[src/rtl/regfile_pkg.sv]
// Shared types and helpers for the regfile_sb register file.
// Holds the default geometry, the write-request payload, and the write
// resolution function used by both the write path and the forwarding path.
// Struct fields are sized for the largest supported geometry; narrower
// instances zero-extend into them.
package regfile_pkg;

  localparam int unsigned REGFILE_DATA_W_DEF = 24;
  localparam int unsigned REGFILE_DEPTH_DEF  = 16;

  // Upper bounds for the shared payload structs (DEPTH <= 256, DATA_W <= 64).
  localparam int unsigned REGFILE_AW_MAX     = 8;
  localparam int unsigned REGFILE_DATA_W_MAX = 64;

  typedef struct packed {
    logic                          en;
    logic [REGFILE_AW_MAX-1:0]     addr;
    logic [REGFILE_DATA_W_MAX-1:0] data;
  } wr_req_t;

  typedef struct packed {
    logic                          hit;
    logic [REGFILE_DATA_W_MAX-1:0] data;
  } wr_hit_t;

  // Does either write port target addr this cycle, and with what data.
  // wr1 (memory writeback) wins over wr0; address 0 never hits.
  function automatic wr_hit_t wr_resolve(input wr_req_t                   w0,
                                         input wr_req_t                   w1,
                                         input logic [REGFILE_AW_MAX-1:0] addr);
    wr_hit_t r;
    r = '0;
    if (addr != '0) begin
      if (w0.en && (w0.addr == addr)) begin
        r.hit  = 1'b1;
        r.data = w0.data;
      end
      if (w1.en && (w1.addr == addr)) begin
        r.hit  = 1'b1;
        r.data = w1.data;
      end
    end
    return r;
  endfunction

endpackage

[src/rtl/regfile_sb_if.sv]
// Decode/writeback bus of the regfile_sb register file.
//   rd_addr/rd_data/rd_busy : NRD combinational read ports (port k in slice k)
//   wr0_*                   : ALU writeback port
//   wr1_*                   : memory writeback port (wins on address clash)
//   iss_en/iss_addr         : issue, marks destination register pending
//   busy_vec                : scoreboard state, bit i = register i pending
// master = decode/writeback side, slave = register file.
interface regfile_sb_if
  import regfile_pkg::*;
#(
  parameter int unsigned  DATA_W = REGFILE_DATA_W_DEF,
  parameter int unsigned  DEPTH  = REGFILE_DEPTH_DEF,
  parameter int unsigned  NRD    = 2,
  localparam int unsigned AW     = $clog2(DEPTH)
);

  logic [NRD*AW-1:0]     rd_addr;
  logic [NRD*DATA_W-1:0] rd_data;
  logic [NRD-1:0]        rd_busy;

  logic                  wr0_en;
  logic [AW-1:0]         wr0_addr;
  logic [DATA_W-1:0]     wr0_data;

  logic                  wr1_en;
  logic [AW-1:0]         wr1_addr;
  logic [DATA_W-1:0]     wr1_data;

  logic                  iss_en;
  logic [AW-1:0]         iss_addr;

  logic [DEPTH-1:0]      busy_vec;

  modport master (
    output rd_addr,
    output wr0_en, wr0_addr, wr0_data,
    output wr1_en, wr1_addr, wr1_data,
    output iss_en, iss_addr,
    input  rd_data, rd_busy, busy_vec
  );

  modport slave (
    input  rd_addr,
    input  wr0_en, wr0_addr, wr0_data,
    input  wr1_en, wr1_addr, wr1_data,
    input  iss_en, iss_addr,
    output rd_data, rd_busy, busy_vec
  );

endinterface

[src/rtl/regfile_sb_scoreboard.sv]
// Per-register pending-write scoreboard for regfile_sb.
// A register is marked pending when an instruction targeting it issues and
// cleared when either writeback port writes it. Issue beats a same-cycle
// writeback because the newly issued instruction is now the producer.
// Register 0 is never pending.
//   clk, rst             : clock, async active-high reset
//   i_wr0_en/i_wr0_addr  : ALU writeback (clears)
//   i_wr1_en/i_wr1_addr  : memory writeback (clears)
//   i_iss_en/i_iss_addr  : issue (sets)
//   o_busy_vec           : registered pending bits
module regfile_sb_scoreboard
  import regfile_pkg::*;
#(
  parameter int unsigned  DEPTH = REGFILE_DEPTH_DEF,
  localparam int unsigned AW    = $clog2(DEPTH)
) (
  input  logic             clk,
  input  logic             rst,
  input  logic             i_wr0_en,
  input  logic [AW-1:0]    i_wr0_addr,
  input  logic             i_wr1_en,
  input  logic [AW-1:0]    i_wr1_addr,
  input  logic             i_iss_en,
  input  logic [AW-1:0]    i_iss_addr,
  output logic [DEPTH-1:0] o_busy_vec
);

  logic [DEPTH-1:0] r_busy;
  logic [DEPTH-1:0] w_busy_nxt;

  // Next pending state: set dominates clear, otherwise hold.
  always_comb begin
    w_busy_nxt    = r_busy;
    w_busy_nxt[0] = 1'b0;
    for (int unsigned i = 1; i < DEPTH; i++) begin
      if (i_iss_en && (i_iss_addr == AW'(i))) begin
        w_busy_nxt[i] = 1'b1;
      end else if ((i_wr0_en && (i_wr0_addr == AW'(i))) ||
                   (i_wr1_en && (i_wr1_addr == AW'(i)))) begin
        w_busy_nxt[i] = 1'b0;
      end
    end
  end

  always_ff @(posedge clk or posedge rst) begin
    if (rst) begin
      r_busy <= '0;
    end else begin
      r_busy <= w_busy_nxt;
    end
  end

  assign o_busy_vec = r_busy;

endmodule

[src/rtl/regfile_sb.sv]
// regfile_sb: parametrised multi-read, dual-write register file with a
// pending-write scoreboard, sitting between decode and writeback.
// Register 0 is hardwired to zero. Reads are combinational.
//   clk, rst : clock (rising edge), async active-high reset
//   bus      : regfile_sb_if slave (read ports, two write ports, issue,
//              scoreboard vector)
// Build option REGFILE_BYPASS_EN: forward same-cycle write data to the read
// ports (wr1 over wr0); without it a write is visible from the next cycle.
module regfile_sb
  import regfile_pkg::*;
#(
  parameter int unsigned            DATA_W   = REGFILE_DATA_W_DEF,
  parameter int unsigned            DEPTH    = REGFILE_DEPTH_DEF,
  parameter int unsigned            NRD      = 2,
  localparam int unsigned           AW       = $clog2(DEPTH),
  parameter logic [DEPTH*DATA_W-1:0] RST_VALS = '0
) (
  input logic        clk,
  input logic        rst,
  regfile_sb_if.slave bus
);

  logic [DATA_W-1:0] r_mem [DEPTH];

  wr_req_t           w_wr0;
  wr_req_t           w_wr1;
  logic [DEPTH-1:0]  w_wr_hit;
  logic [DATA_W-1:0] w_wr_data [DEPTH];
  logic [DEPTH-1:0]  w_busy_vec;

  // Narrow a resolved write back to this instance's data width.
  function automatic logic [DATA_W-1:0] hit_data(input wr_hit_t r);
    return DATA_W'(r.data);
  endfunction

  // Widen the bus write ports into the shared request payload.
  always_comb begin
    w_wr0      = '0;
    w_wr0.en   = bus.wr0_en;
    w_wr0.addr = REGFILE_AW_MAX'(bus.wr0_addr);
    w_wr0.data = REGFILE_DATA_W_MAX'(bus.wr0_data);
    w_wr1      = '0;
    w_wr1.en   = bus.wr1_en;
    w_wr1.addr = REGFILE_AW_MAX'(bus.wr1_addr);
    w_wr1.data = REGFILE_DATA_W_MAX'(bus.wr1_data);
  end

  // Per-register write decode; entry 0 never hits.
  always_comb begin
    wr_hit_t v_res;
    v_res = '0;
    for (int unsigned i = 0; i < DEPTH; i++) begin
      v_res        = wr_resolve(w_wr0, w_wr1, REGFILE_AW_MAX'(i));
      w_wr_hit[i]  = v_res.hit;
      w_wr_data[i] = hit_data(v_res);
    end
  end

  // Storage: reset loads the image (entry 0 forced to zero).
  always_ff @(posedge clk or posedge rst) begin
    if (rst) begin
      r_mem[0] <= '0;
      for (int unsigned i = 1; i < DEPTH; i++) begin
        r_mem[i] <= RST_VALS[i*DATA_W +: DATA_W];
      end
    end else begin
      for (int unsigned i = 0; i < DEPTH; i++) begin
        if (w_wr_hit[i]) begin
          r_mem[i] <= w_wr_data[i];
        end
      end
    end
  end

  regfile_sb_scoreboard #(
    .DEPTH (DEPTH)
  ) u_scoreboard (
    .clk        (clk),
    .rst        (rst),
    .i_wr0_en   (bus.wr0_en),
    .i_wr0_addr (bus.wr0_addr),
    .i_wr1_en   (bus.wr1_en),
    .i_wr1_addr (bus.wr1_addr),
    .i_iss_en   (bus.iss_en),
    .i_iss_addr (bus.iss_addr),
    .o_busy_vec (w_busy_vec)
  );

  assign bus.busy_vec = w_busy_vec;

  // Read ports. Forwarding is suppressed while rst is high so the ports
  // show the reset image during reset.
  always_comb begin
    logic [AW-1:0]     v_addr;
    logic [DATA_W-1:0] v_data;
    logic              v_busy;
`ifdef REGFILE_BYPASS_EN
    wr_hit_t           v_fwd;
    v_fwd = '0;
`endif
    v_addr      = '0;
    v_data      = '0;
    v_busy      = 1'b0;
    bus.rd_data = '0;
    bus.rd_busy = '0;
    for (int unsigned k = 0; k < NRD; k++) begin
      v_addr = bus.rd_addr[k*AW +: AW];
      v_data = r_mem[v_addr];
      v_busy = w_busy_vec[v_addr];
`ifdef REGFILE_BYPASS_EN
      v_fwd = wr_resolve(w_wr0, w_wr1, REGFILE_AW_MAX'(v_addr));
      if (!rst && v_fwd.hit) begin
        v_data = hit_data(v_fwd);
        // Forwarded value is final unless a new producer issues right now.
        v_busy = bus.iss_en && (bus.iss_addr == v_addr);
      end
`endif
      if (v_addr == '0) begin
        v_data = '0;
        v_busy = 1'b0;
      end
      bus.rd_data[k*DATA_W +: DATA_W] = v_data;
      bus.rd_busy[k]                  = v_busy;
    end
  end

endmodule

[src/flat_wrapper.sv]
// flat-port wrapper written by rule: the top's interface ports become plain ports
module regfile_sb_flat import regfile_pkg::*;
#(
  parameter int unsigned            DATA_W   = REGFILE_DATA_W_DEF,
  parameter int unsigned            DEPTH    = REGFILE_DEPTH_DEF,
  parameter int unsigned            NRD      = 2,
  localparam int unsigned           AW       = $clog2(DEPTH),
  parameter logic [DEPTH*DATA_W-1:0] RST_VALS = '0
)
  (clk, rst, bus_rd_addr, bus_wr0_en, bus_wr0_addr, bus_wr0_data, bus_wr1_en, bus_wr1_addr, bus_wr1_data, bus_iss_en, bus_iss_addr, bus_rd_data, bus_rd_busy, bus_busy_vec);
  regfile_sb_if #(.DATA_W(DATA_W), .DEPTH(DEPTH), .NRD(NRD)) bus_i ();
  input logic clk;
  input logic rst;
  input wire logic [$bits(bus_i.rd_addr)-1:0] bus_rd_addr;
  input wire logic [$bits(bus_i.wr0_en)-1:0] bus_wr0_en;
  input wire logic [$bits(bus_i.wr0_addr)-1:0] bus_wr0_addr;
  input wire logic [$bits(bus_i.wr0_data)-1:0] bus_wr0_data;
  input wire logic [$bits(bus_i.wr1_en)-1:0] bus_wr1_en;
  input wire logic [$bits(bus_i.wr1_addr)-1:0] bus_wr1_addr;
  input wire logic [$bits(bus_i.wr1_data)-1:0] bus_wr1_data;
  input wire logic [$bits(bus_i.iss_en)-1:0] bus_iss_en;
  input wire logic [$bits(bus_i.iss_addr)-1:0] bus_iss_addr;
  output wire logic [$bits(bus_i.rd_data)-1:0] bus_rd_data;
  output wire logic [$bits(bus_i.rd_busy)-1:0] bus_rd_busy;
  output wire logic [$bits(bus_i.busy_vec)-1:0] bus_busy_vec;
  assign bus_i.rd_addr = bus_rd_addr;
  assign bus_i.wr0_en = bus_wr0_en;
  assign bus_i.wr0_addr = bus_wr0_addr;
  assign bus_i.wr0_data = bus_wr0_data;
  assign bus_i.wr1_en = bus_wr1_en;
  assign bus_i.wr1_addr = bus_wr1_addr;
  assign bus_i.wr1_data = bus_wr1_data;
  assign bus_i.iss_en = bus_iss_en;
  assign bus_i.iss_addr = bus_iss_addr;
  assign bus_rd_data = bus_i.rd_data;
  assign bus_rd_busy = bus_i.rd_busy;
  assign bus_busy_vec = bus_i.busy_vec;
  regfile_sb #(.DATA_W(DATA_W), .DEPTH(DEPTH), .NRD(NRD), .RST_VALS(RST_VALS)) u_core (.clk(clk), .rst(rst), .bus(bus_i));
endmodule
[config.mk]
export PLATFORM = sky130hd
export DESIGN_NAME = regfile_sb_flat
export DESIGN_NICKNAME = d
export VERILOG_FILES = /design/src/rtl/regfile_pkg.sv /design/src/rtl/regfile_sb_if.sv /design/src/rtl/regfile_sb_scoreboard.sv /design/src/rtl/regfile_sb.sv /design/src/flat_wrapper.sv
export SDC_FILE = /design/constraint.sdc
export NUM_CORES = 1
export LEC_CHECK = 0
export ABC_AREA = 1
export ABC_CLOCK_PERIOD_IN_PS = 11000
export BUFFER_PORTS_ARGS = -buffer_cell sky130_fd_sc_hd__buf_4
export CORE_MARGIN = 1
export CORE_UTILIZATION = 33
export DETAILED_ROUTE_END_ITERATION = 8
export GPL_TIMING_DRIVEN = 0
export SLEW_MARGIN = 10
export SYNTH_ARGS = -nofsm -noshare
export SYNTH_HDL_FRONTEND = slang
export SYNTH_HIERARCHICAL = 1
export SYNTH_SLANG_ARGS = --single-unit
[constraint.sdc]
create_clock -name clk -period 11 [get_ports clk]
set_input_delay 1.65 -clock clk [delete_from_list [all_inputs] [get_ports clk]]
set_output_delay 1.65 -clock clk [all_outputs]
set_load 0.1 [all_outputs]
==> impl_metrics.yaml <==
clock_tree:
  cts_tree: "built"
  cts_resized: 0
  cts_max_level: 2
  clock-sinks: 375
  cts_root_buf: "clkbuf_16"
  max-clock-path-buffers: 3
  clkLatencyLatePin_ns: 0.60
  cts_hold_buffers: 0
  cts_buffers: 45
  cts_setup_buffers: 0
  clk_pin_slew_ns: 0.06
power:
  peakVddDrop_mv: 0.1047
  p_per_area_mw_per_mm2: 184.2
  leakage_nw: 11.81
floorplanning:
  dieWidth_um: 269.0
  core_area_mm2: 0.07027
  die_y_um: 269.0
  dieArea_mm2: 0.07234
  rows: 97
  start_util_pct: 33.47
  io-pin-count: 139
layout:
  layout_commonest_cell: "nand2_1"
  syn2layout_area_growth_pct: 16.51
  antenna_cells: 0
  stdcell_count: 4384
  drive_gt1_share_pct: 9.059
  fillers: 7311
  finalNetCount: 3486
  final_cell_mix: "nand2_1, nand3_1, dfrtp_1"
synth:
  synth_nets: 3295
  seq_area_frac_synth_pct: 39.90
  netlist_area_mm2: 0.02352
  ys_types: 23
  synth-seq-cells: 375
  synth_top_area_share_pct: 39.90
  synth_area_leader_cell: "dfrtp_1"
  ys_top_cells_by_area: "dfrtp_1, nand2_1, nand3_1"
  ys_warn_count: 6
  postSynthAreaPerCell_um2: 7.299
  syn-instance-count: 3222
setup_path:
  worst_setup_path_end_kind: "output pin"
  critPathArrivalTime_ns: 4.52
  worst_r2r_path_depth: 4
  critPathKind: "primary input to output pin"
  crit_fanout: 10
  crit_required_ns: 9.35
  cp-start-kind: "primary input"
placement:
  dp.cells: 4306
  gp_congestion: 1.033
  dp_hpwl_um: 91340
  port_buffers: 133
timing:
  maxSlewHeadroom_pct: 14.60
  slew_viol_final: 0
  fin_skew_ns: 0
  tightest_slew_ns: 1.276
  finalHoldViolCount: 0
  fin_crit_ns: 6.167
  final.setup.tns_ns: 0
  clock.fmax_ghz: 0.1621
  rsz0062_at_grt: "no"
  fin_crit_sh_pct: 56.07
  setup_viol: 0
route:
  drt_pass1_iterations: 6
  vias_per_cell: 5.957
  ant_nets: 0
  drtIter0Drc: 3792
  vias: 26120
  wl_per_cell_um: 26.68
  wl_um: 116900
  drc: 0
grt:
  grt_pass1_vias: 24700
  globalRouteTotalUtil_pct: 32.13
  grt_first_pass_wirelength_um: 168900
  antenna_found_initial: 0
  overflow: 0
  grt_max_degree: 38
outcome:
  status: "finished clean"
worst_hold_path:
  worstHoldPathCells: 2
  hold_path_class: "register to register"
job:
  max_cap_violations: 0
per-layer routing:
layer  wire (µm)  part of all wire [%]  global-route usage [%]  up-vias
li1            -                     -                       -    11620
met1       45830                    39                   41.99    12430
met2       51840                    44                   50.24     1725
met3       12850                    11                   6.265      343
met4        6367                   5.4                   16.62        2
met5          52                 0.044                  0.3378        -
layout make-up:
cell class                      count  area (µm²)  area share (%)
Clock buffer                       68        1375           5.018
Buffer                            313        1292           4.717
Timing Repair Buffer              144        1219           4.447
Inverter                          347        1306           4.767
Tap cell                          940        1176           4.292
Clock inverter                     10       108.9          0.3973
Multi-Input combinational cell   2187       11540           42.11
Sequential cell                   375        9384           34.25
registers in the layout, summed over array words and instances (netlist names):
signal	flops
u_core/r_mem	360
u_core/u_scoreboard/o_busy_vec	15
path summary, 6_finish.rpt:
kind,start,endpoint,slack (ns)
max in group asynchronous,rst,u_core/r_mem[174]$_DFFE_PP0P_,8.49
max reg2reg,u_core/r_mem[18]$_DFFE_PP0P_,u_core/r_mem[18]$_DFFE_PP0P_,10.09
max,bus_rd_addr[3],bus_rd_data[12],4.83
min reg2reg,u_core/r_mem[6]$_DFFE_PP0P_,u_core/r_mem[6]$_DFFE_PP0P_,0.51
min,u_core/r_mem[6]$_DFFE_PP0P_,u_core/r_mem[6]$_DFFE_PP0P_,0.51
min in group asynchronous,rst,u_core/r_mem[277]$_DFFE_PP0P_,1.14
synth_stat cells:
master / instances
dfrtp_1: 375
o211ai_1: 294
o21ai_1: 11
inv_2: 3
nand3_1: 499
nand2_2: 2
nor2_1: 56
buf_1: 13
and3_1: 2
buf_4: 2
a22oi_1: 61
buf_6: 1
buf_2: 82
nand4_1: 34
o21ai_0: 159
nor4_1: 2
conb_1: 1
inv_1: 344
nand2_1: 730
o221ai_1: 168
clkbuf_1: 215
a21oi_1: 160
nor2_2: 8
cell families (layout without fill, tap and decap cells):
kind of cell | count (synthesis) | in the layout | synth area share (%)
other | 1 | 1 | 0.01594
buffers and inverters | 660 | 882 | 11.03
AND/OR/NAND/NOR | 1333 | 1333 | 24.44
flip-flops | 375 | 375 | 39.90
AO/OA/AOI/OAI | 853 | 853 | 24.61
critical path, stage by stage:
cell      delay [ns]
clkbuf_1        0.32
nor2_1          1.04
clkbuf_1        0.52
nand2_1         0.18
nand2_1         0.20
inv_1           0.06
nand2_1         0.17
buf_4           0.33
per-stage QoR:
step | total power [mW] | util [%] | cell area, µm² | setup slack [ns] | hold WS (ns)
2_1_floorplan | 2.968 | - | 23520 | 4.524 | 0.4699
3_3_place_gp | 3.438 | 36.57 | 25700 | 1.959 | 0.4901
3_5_place_dp | 3.466 | 36.88 | 25920 | 4.937 | 0.4924
4_1_cts | 5.010 | 38.99 | 27400 | 4.926 | 0.5106
5_1_grt | 5.258 | 38.99 | 27400 | 4.791 | 0.5296
6_report | 5.047 | 38.99 | 27400 | 4.833 | 0.5087
power breakdown:
part           total [mW]  switching, mW  leakage, nW  internal [mW]
clock network        1.54          0.639        0.729          0.904
logic                1.53           1.08         6.43          0.455
registers            1.97          0.259         4.65           1.71
total                5.05           1.98         11.8           3.07
(Power assumes the default switching activity.)
